<file path="src/rtl/spi_mnrch_gen.sv">
// ---------------------------------------------------------------------------
// spi_mnrch_gen -- parametrised SPI monarch (master) engine
//
// Runs one full-duplex transfer of DATA_W bits per accepted `wrt` pulse.
// The word width, the SCLK divide ratio, the number of serf selects and the
// SPI mode are configurable. The mode is {CPOL,CPHA} and is latched for each
// transaction.
//
// Sequence: IDLE -> FRONT (H clks) -> DATA (DATA_W periods of 2H clks)
//           -> BACK (H clks) -> IDLE.
// The half-period is H = 2^(DIV_LOG2-1) clks.
//
// Parameters
//   DATA_W    bits per transaction (2..32)
//   DIV_LOG2  SCLK period = 2^DIV_LOG2 clk cycles (2..8)
//   NUM_SS    number of active-low serf selects (1..8)
//
// Ports
//   clk        system clock
//   rst_n      asynchronous active-low reset
//   wrt        start request. Honoured only in IDLE and only with an in-range
//              ss_sel.
//   wt_data    word to transmit, latched at start
//   ss_sel     serf index, latched at start
//   mode       {CPOL,CPHA}, latched at start
//   lsb_first  (SPI_MNRCH_LSB_FIRST_EN builds only) LSB-first transfer,
//              latched at start
//   MISO       serial data from the serf
//   SCLK       serial clock (registered)
//   MOSI       serial data to the serf (registered)
//   SS_n       one-hot-low serf selects while a transfer is in flight
//   busy       high from acceptance until done rises
//   done       level, high after completion until the next accepted start
//   rd_data    received word, updated only at completion
//
// Optional feature macro: SPI_MNRCH_LSB_FIRST_EN
//   When defined, adds the lsb_first input. With lsb_first latched high, both
//   directions run LSB first.
//   When undefined, every transfer is MSB first.
// ---------------------------------------------------------------------------
module spi_mnrch_gen #(
  parameter int DATA_W   = 16,
  parameter int DIV_LOG2 = 4,
  parameter int NUM_SS   = 1,
  localparam int SW      = (NUM_SS > 1) ? $clog2(NUM_SS) : 1
) (
  input  logic              clk,
  input  logic              rst_n,
  input  logic              wrt,
  input  logic [DATA_W-1:0] wt_data,
  input  logic [SW-1:0]     ss_sel,
  input  logic [1:0]        mode,
`ifdef SPI_MNRCH_LSB_FIRST_EN
  input  logic              lsb_first,
`endif
  input  logic              MISO,
  output logic              SCLK,
  output logic              MOSI,
  output logic [NUM_SS-1:0] SS_n,
  output logic              busy,
  output logic              done,
  output logic [DATA_W-1:0] rd_data
);

  // Width of the bit counter. It counts 0..DATA_W-1.
  localparam int BW = $clog2(DATA_W);
  localparam logic [BW-1:0] LAST_BIT = BW'(DATA_W - 1);

  // The phase counter spans one SCLK period. H-1 marks the end of a half
  // period. All-ones marks the end of a full period, so the counter wraps
  // back to zero by itself.
  localparam logic [DIV_LOG2-1:0] HALF_M1 = DIV_LOG2'((1 << (DIV_LOG2 - 1)) - 1);
  localparam logic [DIV_LOG2-1:0] FULL_M1 = {DIV_LOG2{1'b1}};

  // One extra bit so that NUM_SS itself fits in the range comparison.
  localparam logic [SW:0] SS_LIMIT = (SW + 1)'(NUM_SS);

  typedef enum logic [1:0] {
    IDLE  = 2'd0,
    FRONT = 2'd1,
    DATA  = 2'd2,
    BACK  = 2'd3
  } state_t;

  state_t              state_q,   state_d;
  logic [DIV_LOG2-1:0] cnt_q,     cnt_d;
  logic [BW-1:0]       bit_q,     bit_d;
  logic [DATA_W-1:0]   tx_q,      tx_d;
  logic [DATA_W-1:0]   rx_q,      rx_d;
  logic [DATA_W-1:0]   rd_data_q, rd_data_d;
  logic [1:0]          mode_q,    mode_d;
  logic                sclk_q,    sclk_d;
  logic                mosi_q,    mosi_d;
  logic [NUM_SS-1:0]   ss_n_q,    ss_n_d;
  logic                busy_q,    busy_d;
  logic                done_q,    done_d;

  // Shared signals for the start and completion logic.
  logic [NUM_SS-1:0]   ss_onehot_n;  // decoded select for the incoming ss_sel
  logic [DATA_W-1:0]   tx_load;      // word loaded into the MSB-first shifter
  logic [DATA_W-1:0]   rx_word;      // captured word as presented on rd_data
  logic                start_ok;
  logic                lead_edge;
  logic                trail_edge;

  // Decode ss_sel into an active-low one-hot select vector.
  generate
    for (genvar gi = 0; gi < NUM_SS; gi++) begin : g_ss_dec
      assign ss_onehot_n[gi] = (ss_sel != SW'(gi));
    end
  endgenerate

`ifdef SPI_MNRCH_LSB_FIRST_EN
  // The shifter core always runs MSB first. An LSB-first transfer reverses
  // the word on the way in and the captured word on the way out.
  logic              lsb_q, lsb_d;
  logic [DATA_W-1:0] wt_rev;
  logic [DATA_W-1:0] rx_rev;

  generate
    for (genvar gi = 0; gi < DATA_W; gi++) begin : g_rev
      assign wt_rev[gi] = wt_data[DATA_W-1-gi];
      assign rx_rev[gi] = rx_q[DATA_W-1-gi];
    end
  endgenerate

  assign tx_load = lsb_first ? wt_rev : wt_data;
  assign rx_word = lsb_q ? rx_rev : rx_q;

  always_comb begin
    lsb_d = lsb_q;
    if (start_ok) begin
      lsb_d = lsb_first;
    end
  end

  always_ff @(posedge clk or negedge rst_n) begin
    if (!rst_n) begin
      lsb_q <= 1'b0;
    end else begin
      lsb_q <= lsb_d;
    end
  end
`else
  assign tx_load = wt_data;
  assign rx_word = rx_q;
`endif

  // A start is accepted only from IDLE, and only when ss_sel names an
  // existing line. In IDLE busy is always low, so no separate busy check is
  // needed.
  assign start_ok   = (state_q == IDLE) && wrt && ({1'b0, ss_sel} < SS_LIMIT);
  assign lead_edge  = (state_q == DATA) && (cnt_q == HALF_M1);
  assign trail_edge = (state_q == DATA) && (cnt_q == FULL_M1);

  always_comb begin
    state_d   = state_q;
    cnt_d     = cnt_q;
    bit_d     = bit_q;
    tx_d      = tx_q;
    rx_d      = rx_q;
    rd_data_d = rd_data_q;
    mode_d    = mode_q;
    sclk_d    = sclk_q;
    mosi_d    = mosi_q;
    ss_n_d    = ss_n_q;
    busy_d    = busy_q;
    done_d    = done_q;

    case (state_q)
      IDLE: begin
        // While idle, SCLK parks at the CPOL of the last latched mode.
        sclk_d = mode_q[1];
        if (start_ok) begin
          state_d = FRONT;
          cnt_d   = '0;
          bit_d   = '0;
          tx_d    = tx_load;
          rx_d    = '0;
          mode_d  = mode;
          // A new CPOL is visible on SCLK on the first cycle after acceptance.
          sclk_d  = mode[1];
          mosi_d  = tx_load[DATA_W-1];
          ss_n_d  = ss_onehot_n;
          busy_d  = 1'b1;
          done_d  = 1'b0;
        end
      end

      FRONT: begin
        cnt_d = cnt_q + DIV_LOG2'(1);
        if (cnt_q == HALF_M1) begin
          state_d = DATA;
          cnt_d   = '0;
        end
      end

      DATA: begin
        cnt_d = cnt_q + DIV_LOG2'(1);
        if (lead_edge) begin
          sclk_d = ~mode_q[1];
          if (!mode_q[0]) begin
            rx_d = {rx_q[DATA_W-2:0], MISO};
          end else if (bit_q != '0) begin
            // With CPHA=1 the first bit stays on MOSI through the first
            // leading edge. Later leading edges advance it.
            tx_d   = {tx_q[DATA_W-2:0], 1'b0};
            mosi_d = tx_q[DATA_W-2];
          end
        end
        if (trail_edge) begin
          sclk_d = mode_q[1];
          bit_d  = bit_q + BW'(1);
          if (mode_q[0]) begin
            rx_d = {rx_q[DATA_W-2:0], MISO};
          end else if (bit_q != LAST_BIT) begin
            tx_d   = {tx_q[DATA_W-2:0], 1'b0};
            mosi_d = tx_q[DATA_W-2];
          end
          if (bit_q == LAST_BIT) begin
            state_d = BACK;
            bit_d   = '0;
          end
        end
      end

      BACK: begin
        cnt_d = cnt_q + DIV_LOG2'(1);
        if (cnt_q == HALF_M1) begin
          state_d   = IDLE;
          cnt_d     = '0;
          ss_n_d    = '1;
          busy_d    = 1'b0;
          done_d    = 1'b1;
          rd_data_d = rx_word;
          mosi_d    = 1'b0;
        end
      end

      default: begin
        state_d = IDLE;
      end
    endcase
  end

  always_ff @(posedge clk or negedge rst_n) begin
    if (!rst_n) begin
      state_q   <= IDLE;
      cnt_q     <= '0;
      bit_q     <= '0;
      tx_q      <= '0;
      rx_q      <= '0;
      rd_data_q <= '0;
      mode_q    <= 2'b00;
      sclk_q    <= 1'b0;
      mosi_q    <= 1'b0;
      ss_n_q    <= '1;
      busy_q    <= 1'b0;
      done_q    <= 1'b0;
    end else begin
      state_q   <= state_d;
      cnt_q     <= cnt_d;
      bit_q     <= bit_d;
      tx_q      <= tx_d;
      rx_q      <= rx_d;
      rd_data_q <= rd_data_d;
      mode_q    <= mode_d;
      sclk_q    <= sclk_d;
      mosi_q    <= mosi_d;
      ss_n_q    <= ss_n_d;
      busy_q    <= busy_d;
      done_q    <= done_d;
    end
  end

  assign SCLK    = sclk_q;
  assign MOSI    = mosi_q;
  assign SS_n    = ss_n_q;
  assign busy    = busy_q;
  assign done    = done_q;
  assign rd_data = rd_data_q;

endmodule
</file>
<file path="config.mk">
export PLATFORM = sky130hd
export DESIGN_NAME = spi_mnrch_gen
export DESIGN_NICKNAME = d
export VERILOG_FILES = /design/src/rtl/spi_mnrch_gen.sv
export SDC_FILE = /design/constraint.sdc
export NUM_CORES = 1
export LEC_CHECK = 0
export CELL_PAD_IN_SITES_DETAIL_PLACEMENT = 1
export CELL_PAD_IN_SITES_GLOBAL_PLACEMENT = 1
export CORE_MARGIN = 2
export CORE_UTILIZATION = 46
export CTS_BUF_LIST = sky130_fd_sc_hd__clkbuf_2 sky130_fd_sc_hd__clkbuf_4 sky130_fd_sc_hd__clkbuf_8
export DETAILED_ROUTE_END_ITERATION = 10
export PLACE_DENSITY_LB_ADDON = 0.1
export SLEW_MARGIN = 20
export SYNTH_ARGS = -nofsm -noshare
export SYNTH_HDL_FRONTEND = slang
export SYNTH_SLANG_ARGS = --single-unit
</file>
<file path="constraint.sdc">
create_clock -name clk -period 2.2 [get_ports clk]
set_clock_uncertainty 0.05 [all_clocks]
set_input_delay 0.44 -clock clk [delete_from_list [all_inputs] [get_ports clk]]
set_output_delay 0.44 -clock clk [all_outputs]
set_load 0.05 [all_outputs]
</file>
# After elaboration in Yosys (flattened, before gate mapping)
# Index checks and enable logic that the tools add are counted.
# classes
addsub	2
magnitude_cmp	1
eq_ne	13
mux	46
n_bitwise	1
reduce_logical	18
# ops
op	n
16-bit 2-to-1 mux	12
16-bit one-hot mux with 2 select lines	2
4-bit 2-to-1 mux	4
1-bit 2-to-1 mux	15
4-bit one-hot mux with 3 select lines	1
2-bit 2-to-1 mux	5
3-bit AND reduction	3
4-bit by 1-bit adder with 4-bit output, second input constant	2
4-bit equality test, second input constant	2
2-bit != test, second input constant	4
1-bit one-hot mux with 2 select lines	4
2-bit one-hot mux with 4 select lines	1
4-bit one-hot mux with 2 select lines	1
2-bit AND reduction	4
5-bit AND reduction	1
2-bit equality test, second input constant	2
4-bit by 3-bit equality test with 1-bit output, second input constant	1
1-bit logical AND	4
4-bit != test, second input constant	1
2-bit nonzero test	2
4-bit nonzero test	1
3-bit != test, second input constant	1
1-bit one-hot mux with 3 select lines	1
3-bit nonzero test	1
other kinds (6)	6
# totals
regBits	65
out_inout_bits	21
wordCells	93

# Logic depth before layout (Yosys ltp)
# depth
word_depth	8
ltp_mapped	8

# Least setup slack after synthesis
# Ideal clock, no wire load.
# synth_timing
path_kind	reg-to-reg
from	reg state_q[0]
to	reg tx_q[10]
setup_time_ps	141
t_arrival_ps	1645
t_required_ps	2009
path_slack_ps	364
stages_incl_launch_ff	9
n_path_buf	2
cell_sequence	dfrtp_1 -> inv_1 -> ha_1 -> clkbuf_8 -> inv_2 -> nor3_4 -> buf_6 -> a2111oi_1 -> a211oi_2
# synth_via
elab_chain_cells	7
# synth_lines
element	line	text
start: declaration	85	state_t state_q, state_d;
start signal: assignment	261	state_q <= state_d;
2-bit equality test	153, 154, 170	
1-bit logical AND	153	assign lead_edge = (state_q == DATA) && (cnt_q == HALF_M1);
16-bit 2-to-1 mux	200	if (lead_edge) begin
16-bit 2-to-1 mux	216	end else if (bit_q != LAST_BIT) begin
16-bit 2-to-1 mux	214	if (mode_q[0]) begin
16-bit 2-to-1 mux	211	if (trail_edge) begin
16-bit one-hot mux with 2 select lines	170	case (state_q)
end signal: assignment	264	tx_q <= tx_d;
end: declaration	88	logic [DATA_W-1:0] tx_q, tx_d;
# Parallel ways exist; a longest one is shown, timed or not.
# A chain may end at the register's enable or synchronous reset.

# Worst setup path in the final report
# layout_timing
from	reg mosi_q (netlist: MOSI)
to	out MOSI
# layout_lines
element	line	text
start: declaration	93	logic mosi_q, mosi_d;
start signal: assignment	269	mosi_q <= mosi_d;
end: declaration	58	output logic MOSI,
# No word-level cell between the ends.

==> impl_metrics.csv <==
group,metric,value,unit
status,outcome,"completed",
grt,grt_use_total,23.2,%
worst_setup_path,crit_fanout,3,
clocking,cts_tree,"built",
worst_setup_path,crit_path_max_incr_delay,0.83,ns
die,io-pin-count,44,
timing,setup_viol,0,
finish,utilization,57.9,%
worst_setup_path,path_cells,"clkdlybuf4s50_1",
worst_setup_path,cp.arrival,1.57,ns
clocking,clk_pin_slew,0.08,ns
timing,hold_slack,0.0542,ns
yosys,ys_types,58,
die,start_util,47.6,%
detailed_routing,dr.pass1.iters,5,
hold_path,min_path_type,"input port to async pin",
clocking,root_buffer,"clkbuf_8",
finish,syn_to_final_growth,21.6,%
grt,grt_pass1_vias,3112,
die,die_area,8770,um2
detailed_routing,detail-route-antenna-nets,0,
die,rows,32,
job,cap_violations,0,
finish,finalNetCount,432,
clocking,cts.path.max_buffers,2,
grt,antenna_found_initial,0,
place,gp_congestion,0.786,
worst_setup_path,start_kind,"flop",
die,die_h,93.7,um
worst_setup_path,cp_num_buf_inv,1,
timing,slew_headroom,65.3,%
power,ir_worst_vdd,0.287,mV
detailed_routing,drc_errors,0,
detailed_routing,drt_iter0_drc,106,
power,p_per_area,488,nW/um2
die,die_x,93.7,um
yosys,async_flop_share,100,%
timing,fin_crit,2.06,ns
die,fp.coreArea,7770,um2
yosys,synthCells,349,
finish,n_fill_cell,888,
grt,overflow,0,
clocking,numCtsBuffers,9,
timing,clock.fmax,487,MHz
timing,rsz0062_at_grt,"no",
detailed_routing,routedWlPerCell,18.2,um
finish,drive_gt1_share,23.3,%
worst_setup_path,critPathCaptureType,"primary output",
worst_setup_path,crit_slowest_cell,"clkdlybuf4s50_1",
clocking,clock-sinks,64,
worst_setup_path,worstPathRequired,1.71,ns
timing,maxSlewViolCount,0,
yosys,ys_seq_area_share,43.4,%
place,numPortBuffers,43,
worst_setup_path,worstSetupPathType,"flop to primary output",
detailed_routing,viasPerCell,5.83,
timing,min_period_over_period,93.4,%
yosys,syn_area_per_cell,10.6,um2
yosys,synthFlopType,"dfrtp_1",
grt,grt_pass1_wl,15.7,mm
yosys,ys_ff_latch,64,
clocking,htreeDepth,3,
finish,diodes,0,
yosys,netlist_area,3700,um2
timing,finalHoldViolCount,0,
power,p_leak,1.99,nW
worst_setup_path,crit_family,"buffers and inverters",
yosys,yosysWarnings,0,
place,dpl.hpwl,6.50,mm
timing,worstMarginPinSlew,0.519,ns
detailed_routing,dr_total_vias,2970,
clocking,insertion_delay,0.35,ns
detailed_routing,wl,9.29,mm
yosys,syn_nets,379,
yosys,synth_edf_count,0,
grt,grt_start_max_net_pins,39,
==> logic make-up after synthesis <==
family / share of synthesized area [%]
AND/OR/NAND/NOR: 10.1
AO/OA/AOI/OAI: 26.4
multiplexers: 8.46
XOR/XNOR: 0.677
adder cells (fa/ha/maj): 2.37
flip-flops: 43.4
buffers and inverters: 8.66
==> metrics by stage <==
stage          TNS (ns)  worst slack, ns  cells  total power, mW  cell area (um2)
3_5_place_dp    -0.0575          -0.0501    493             1.29             4310
2_1_floorplan         0            0.364    349             1.21             3700
5_1_grt               0           0.0192    509             2.28             4490
6_report              0            0.145    509             2.19             4490
4_1_cts               0            0.102    509             2.23             4490
3_3_place_gp          0           0.0444    493             1.29             4310
==> final timing paths <==
check	start	to	slack, ns	cells past startpoint
min in group clk	rd_data[14]$_DFFE_PN0P_	rd_data[14]$_DFFE_PN0P_	0.46	1
worst min register to register	rd_data[14]$_DFFE_PN0P_	rd_data[14]$_DFFE_PN0P_	0.46	1
worst max-delay path	MOSI$_DFFE_PN0P_	MOSI	0.14	1
worst min-delay path	rst_n	rd_data[9]$_DFFE_PN0P_	0.05	2
max in group asynchronous	rst_n	SS_n$_DFFE_PN1P_	1.62	2
worst max register to register	state_q[0]$_DFFE_PN0P_	tx_q[4]$_DFFE_PN0P_	0.15	7
==> metal layers <==
| metal | wire length [um] | vias up | global-route usage [%] |
|---|---|---|---|
| met2 | 4560 | 62 | 38.3 |
| met3 | 287 | 14 | 3.37 |
| met5 | 0 | - | 0 |
| li1 | - | 1395 | - |
| met4 | 164 | 0 | 8.94 |
| met1 | 4270 | 1499 | 30.9 |
==> what timing repair did <==
item                       4_1_cts  5_1_grt
setup buffers                    0        0
setup endpoints to repair        0        2
hold buffers                     0        0
gates resized for setup          0        2
==> power breakdown <==
part           switching, mW  total, mW  internal [mW]
combinational         0.0368     0.0790         0.0422
clock                  0.492      0.933          0.441
sequential           0.00322       1.18           1.18
==> sequential cells by signal, summed over array words and instances (netlist names) <==
name,flops
cnt_q,4
tx_q,15
done,1
SS_n,1
MOSI,1
rd_data,16
SCLK,1
bit_q,4
state_q,2
rx_q,16
mode_q,2
busy,1
==> layout by cell type, fill, tap and decap left out, types with 4 or more instances in the layout <==
| cell | count |
|---|---|
| mux2i_1 | 5 |
| mux2_2 | 10 |
| inv_1 | 31 |
| a211oi_2 | 10 |
| ha_1 | 7 |
| nand3_1 | 4 |
| o31ai_1 | 12 |
| nor3_1 | 6 |
| buf_12 | 5 |
| a21oi_1 | 21 |
| clkdlybuf4s50_1 | 41 |
| mux2_4 | 10 |
| a22o_1 | 12 |
| a2111oi_1 | 8 |
| dfrtp_1 | 63 |
| a22o_2 | 5 |
| clkbuf_8 | 10 |
| nor2_1 | 26 |
| o21ai_0 | 9 |
| buf_4 | 22 |
| a2111oi_0 | 4 |
| nand2_1 | 9 |
| a211oi_1 | 15 |
| o21ai_1 | 10 |
==> synth_stat cells (2+ instances only) <==
| cell | count | area [um2] |
|---|---|---|
| a22o_2 | 5 | 50.1 |
| nand3_1 | 4 | 20.0 |
| nor3_1 | 6 | 30.0 |
| nor2_1 | 26 | 97.6 |
| nand4_1 | 2 | 12.5 |
| or2_1 | 2 | 12.5 |
| o31ai_1 | 12 | 90.1 |
| dfrtp_1 | 63 | 1580 |
| o21ai_0 | 9 | 45.0 |
| a21oi_1 | 21 | 105 |
| a211oi_2 | 10 | 125 |
| mux2_2 | 10 | 113 |
| o2bb2ai_1 | 2 | 17.5 |
| clkbuf_1 | 7 | 26.3 |
| a211oi_1 | 15 | 113 |
| a2111oi_1 | 8 | 80.1 |
| a22o_1 | 12 | 105 |
| ha_1 | 7 | 87.6 |
| a2111oi_0 | 5 | 43.8 |
| nor4_1 | 2 | 12.5 |
| o211ai_1 | 3 | 22.5 |
| nand2_1 | 9 | 33.8 |
| o21ai_1 | 10 | 50.1 |
| nand3b_1 | 2 | 15.0 |
| inv_1 | 31 | 116 |
| buf_2 | 7 | 35.0 |
| and2_1 | 2 | 12.5 |
| buf_6 | 10 | 113 |
| mux2i_1 | 5 | 50.1 |
| a31oi_1 | 2 | 12.5 |
| mux2_4 | 10 | 150 |
| nand3_2 | 2 | 20.0 |
| nand2b_1 | 3 | 18.8 |
==> final cells by class <==
cell class / instances / area [um2] / share of cell area [%]
sequential: 64 / 1600 / 35.7
tap: 102 / 128 / 2.84
inverter: 32 / 120 / 2.67
multi-input combinational: 226 / 1780 / 39.6
timing repair buffer: 69 / 681 / 15.1
clock inverter: 6 / 45.0 / 1.00
clock buffer: 10 / 138 / 3.06
(Power assumes the default switching activity.)
==> edit: new RTL, same flow settings <==
Set the parameter `NUM_SS` to 2 (it was 1). Comments in the files are not updated.
--- a/src/rtl/spi_mnrch_gen.sv
+++ b/src/rtl/spi_mnrch_gen.sv
@@ -42,5 +42,5 @@
   parameter int DATA_W   = 16,
   parameter int DIV_LOG2 = 4,
-  parameter int NUM_SS   = 1,
+  parameter int NUM_SS   = 2,
   localparam int SW      = (NUM_SS > 1) ? $clog2(NUM_SS) : 1
 ) (
Interface: changed (resized SS_n); port bits go from 44 to 45. The function was not compared with the original's and may differ.
==> edit against the unedited design <==
Combinational power decreased by 6.6%; die area decreased by 14%; design area fell by 13%; fmax shrank 0.43%; core utilization grew 0.48 points; non-clock buffer count is 10 lower; power up 6.2%; sequential cell count rose by 1; worst setup slack lost 0.0088 ns; routed wire length decreased by 18%; synthesized area shrank 15%; sequential share of layout area increased by 5.9 points.
==> edit: results (changes against the unedited design) <==
----------------------------------------------------
[Cells and area]
  Ant diodes ... 0 (unchanged)
  Net count of the finished layout ... 388 (-10%)
  Utilization after layout ... 0.583 (+0.00482)
  Share of layout cells above drive strength 1 ... 0.182 (-0.0516)
  Filler Cells Inserted ... 733 (-17%)
  Fin cells ... 443 (-13%)

[Detailed routing]
  Ratio of routed vias to standard cells ... 5.62 (-3.7%)
  First DRT Iteration DRCs ... 91 (-14%)
  DR pass1 iterations ... 4 (-1)
  Routed len/inst ... 17.3 um (-5.4%)

[Power]
  Cell-internal power ... 0.00182 W (+9.3%)
  Maximum vdd ir drop ... 305 uV (+6.5%)
  Static Leakage ... 1.71 nW (-14%)

[Clock network]
  Clock latency on the worst-skew pair ... 0.34 ns
  Clock H-tree levels ... 3 (unchanged)
  Buffer type at the clock tree root ... clkbuf_8
  Number of buffers on the longest clock path ... 2 (unchanged)
  Setup repair bufs after CTS ... 0 (unchanged)
  Clock buffer count from CTS ... 9 (unchanged)
  Cts repair resizes ... 0 (unchanged)
  CTS clock-pin slew for the worst setup and hold paths ... 0.07 ns

[Global routing]
  Vias in the first global route ... 2537 (-18%)
  Pin count of the biggest net entering global routing ... 66 (+69%)
  Total routing usage reported by global routing ... 0.217 (-0.0146)
  Initial antenna violation count ... 0 (unchanged)
  Global-route wire length before repair ... 12700 um (-19%)

[Run status]
  Outcome ... finished, final reports clean

[Worst setup path]
  Source of the worst register-to-register timing path ... state_q[0]
  Worst path max stage delay ... 0.83 ns (about the same)
  CP top delay family ... buffers and inverters
  Arrival time of data at the critical path endpoint ... 1.57 ns (about the same)
  Worst setup path startpoint ... MOSI
  CP Max Fanout ... 3 (unchanged)
  Max stage delay cell, worst path ... clkdlybuf4s50_1

[Synth]
  Part of the Yosys area used for sequential elements ... 0.518 (+0.0844)
  Synthesized instance count ... 306 (-12%)
  Commonest cells post-synth ... dfrtp_1 (63), nand2_1 (37), mux2_2 (19), o21ai_0 (18), a21oi_1 (17)
  Fraction of registers with async set or reset after synthesis ... 1.00 (unchanged)
  Dominant cells by area after synthesis ... dfrtp_1 (50%), mux2_2 (6.8%), nand2_1 (4.4%)
  Synth cell types ... 46 (-21%)
  Yosys synthesis warning count ... 0 (unchanged)
  Synthesized Nets ... 336 (-11%)

[Place]
  Dpl ws ... 0.148 ns (+0.198 ns)
  Cell Count Post-Placement ... 427 (-13%)
  Placed wire-length estimate after detailed placement ... 5230 um (-20%)
  DP Area ... 3710 sq um (-14%)
  Number of buffers added on ports ... 44 (+2.3%)
  Routability cong. ... 0.745 (-5.2%)

[STA]
  Final Hold Fails ... 0 (unchanged)
  Tightest Pin Transition ... 0.498 ns (-0.0208 ns)

[Worst hold path]
  Hold/Removal Path Class ... primary input to async pin

----------------------------------------------------
==> edit: changes by cell type in the layout (fill, tap and decap cells not counted), sizes merged, moves of 10 or more <==
cell,before,now
a22o,17,1
o21ai,20,34
a211oi,25,2
inv,32,13
buf,28,18
nand2,10,39
a2111oi,14,1
o31ai,12,0
==> edit: final timing paths <==
path | to | slack, ns | depth (start not counted)
worst max-delay path | MOSI | 0.14 | 1
worst min-delay path | rd_data[2] | 0.05 | 2
worst max register to register | rx_q[7] | 0.24 | 8
worst min register to register | rd_data[14] | 0.45 | 1
max in group asynchronous | SS_n[1] | 1.70 | 2
min in group clk | rd_data[14] | 0.45 | 1
==> edit: layer usage <==
metal	global-route usage	share of wire	routed length [um]
met2	0.353	0.51	3910
met5	0	0	0
met4	0.0795	0.0078	60
met3	0.0333	0.029	221
met1	0.296	0.45	3460
==> edit: cell families after synthesis <==
| logic type | share of synthesized area |
|---|---|
| DFF | 0.518 |
| buffers and inverters | 0.0557 |
| muxes | 0.0883 |
| and+or+nand+nor | 0.130 |
| adders and majority gates | 0.0278 |
| AOI/OAI and AO/OA | 0.177 |
| xor gates and xnor gates | 0.00278 |
==> edit: area by class of cell <==
| class | count | share of cell area |
|---|---|---|
| clock buffer | 12 | 0.0389 |
| clock inverter | 4 | 0.0134 |
| inverter | 13 | 0.0124 |
| multi-input combinational | 210 | 0.343 |
| sequential | 65 | 0.416 |
| tap | 80 | 0.0255 |
| timing repair buffer | 59 | 0.151 |
==> edit: power by group through the flow <==
stage	combinational, W	sequential (W)	clock [W]
floorplan	0.00000598	0.00122	0
global placement	0.0000758	0.00122	0
detailed placement	0.0000763	0.00122	0
CTS	0.0000765	0.00120	0.00108
global route	0.0000822	0.00120	0.00112
finish	0.0000738	0.00120	0.00106
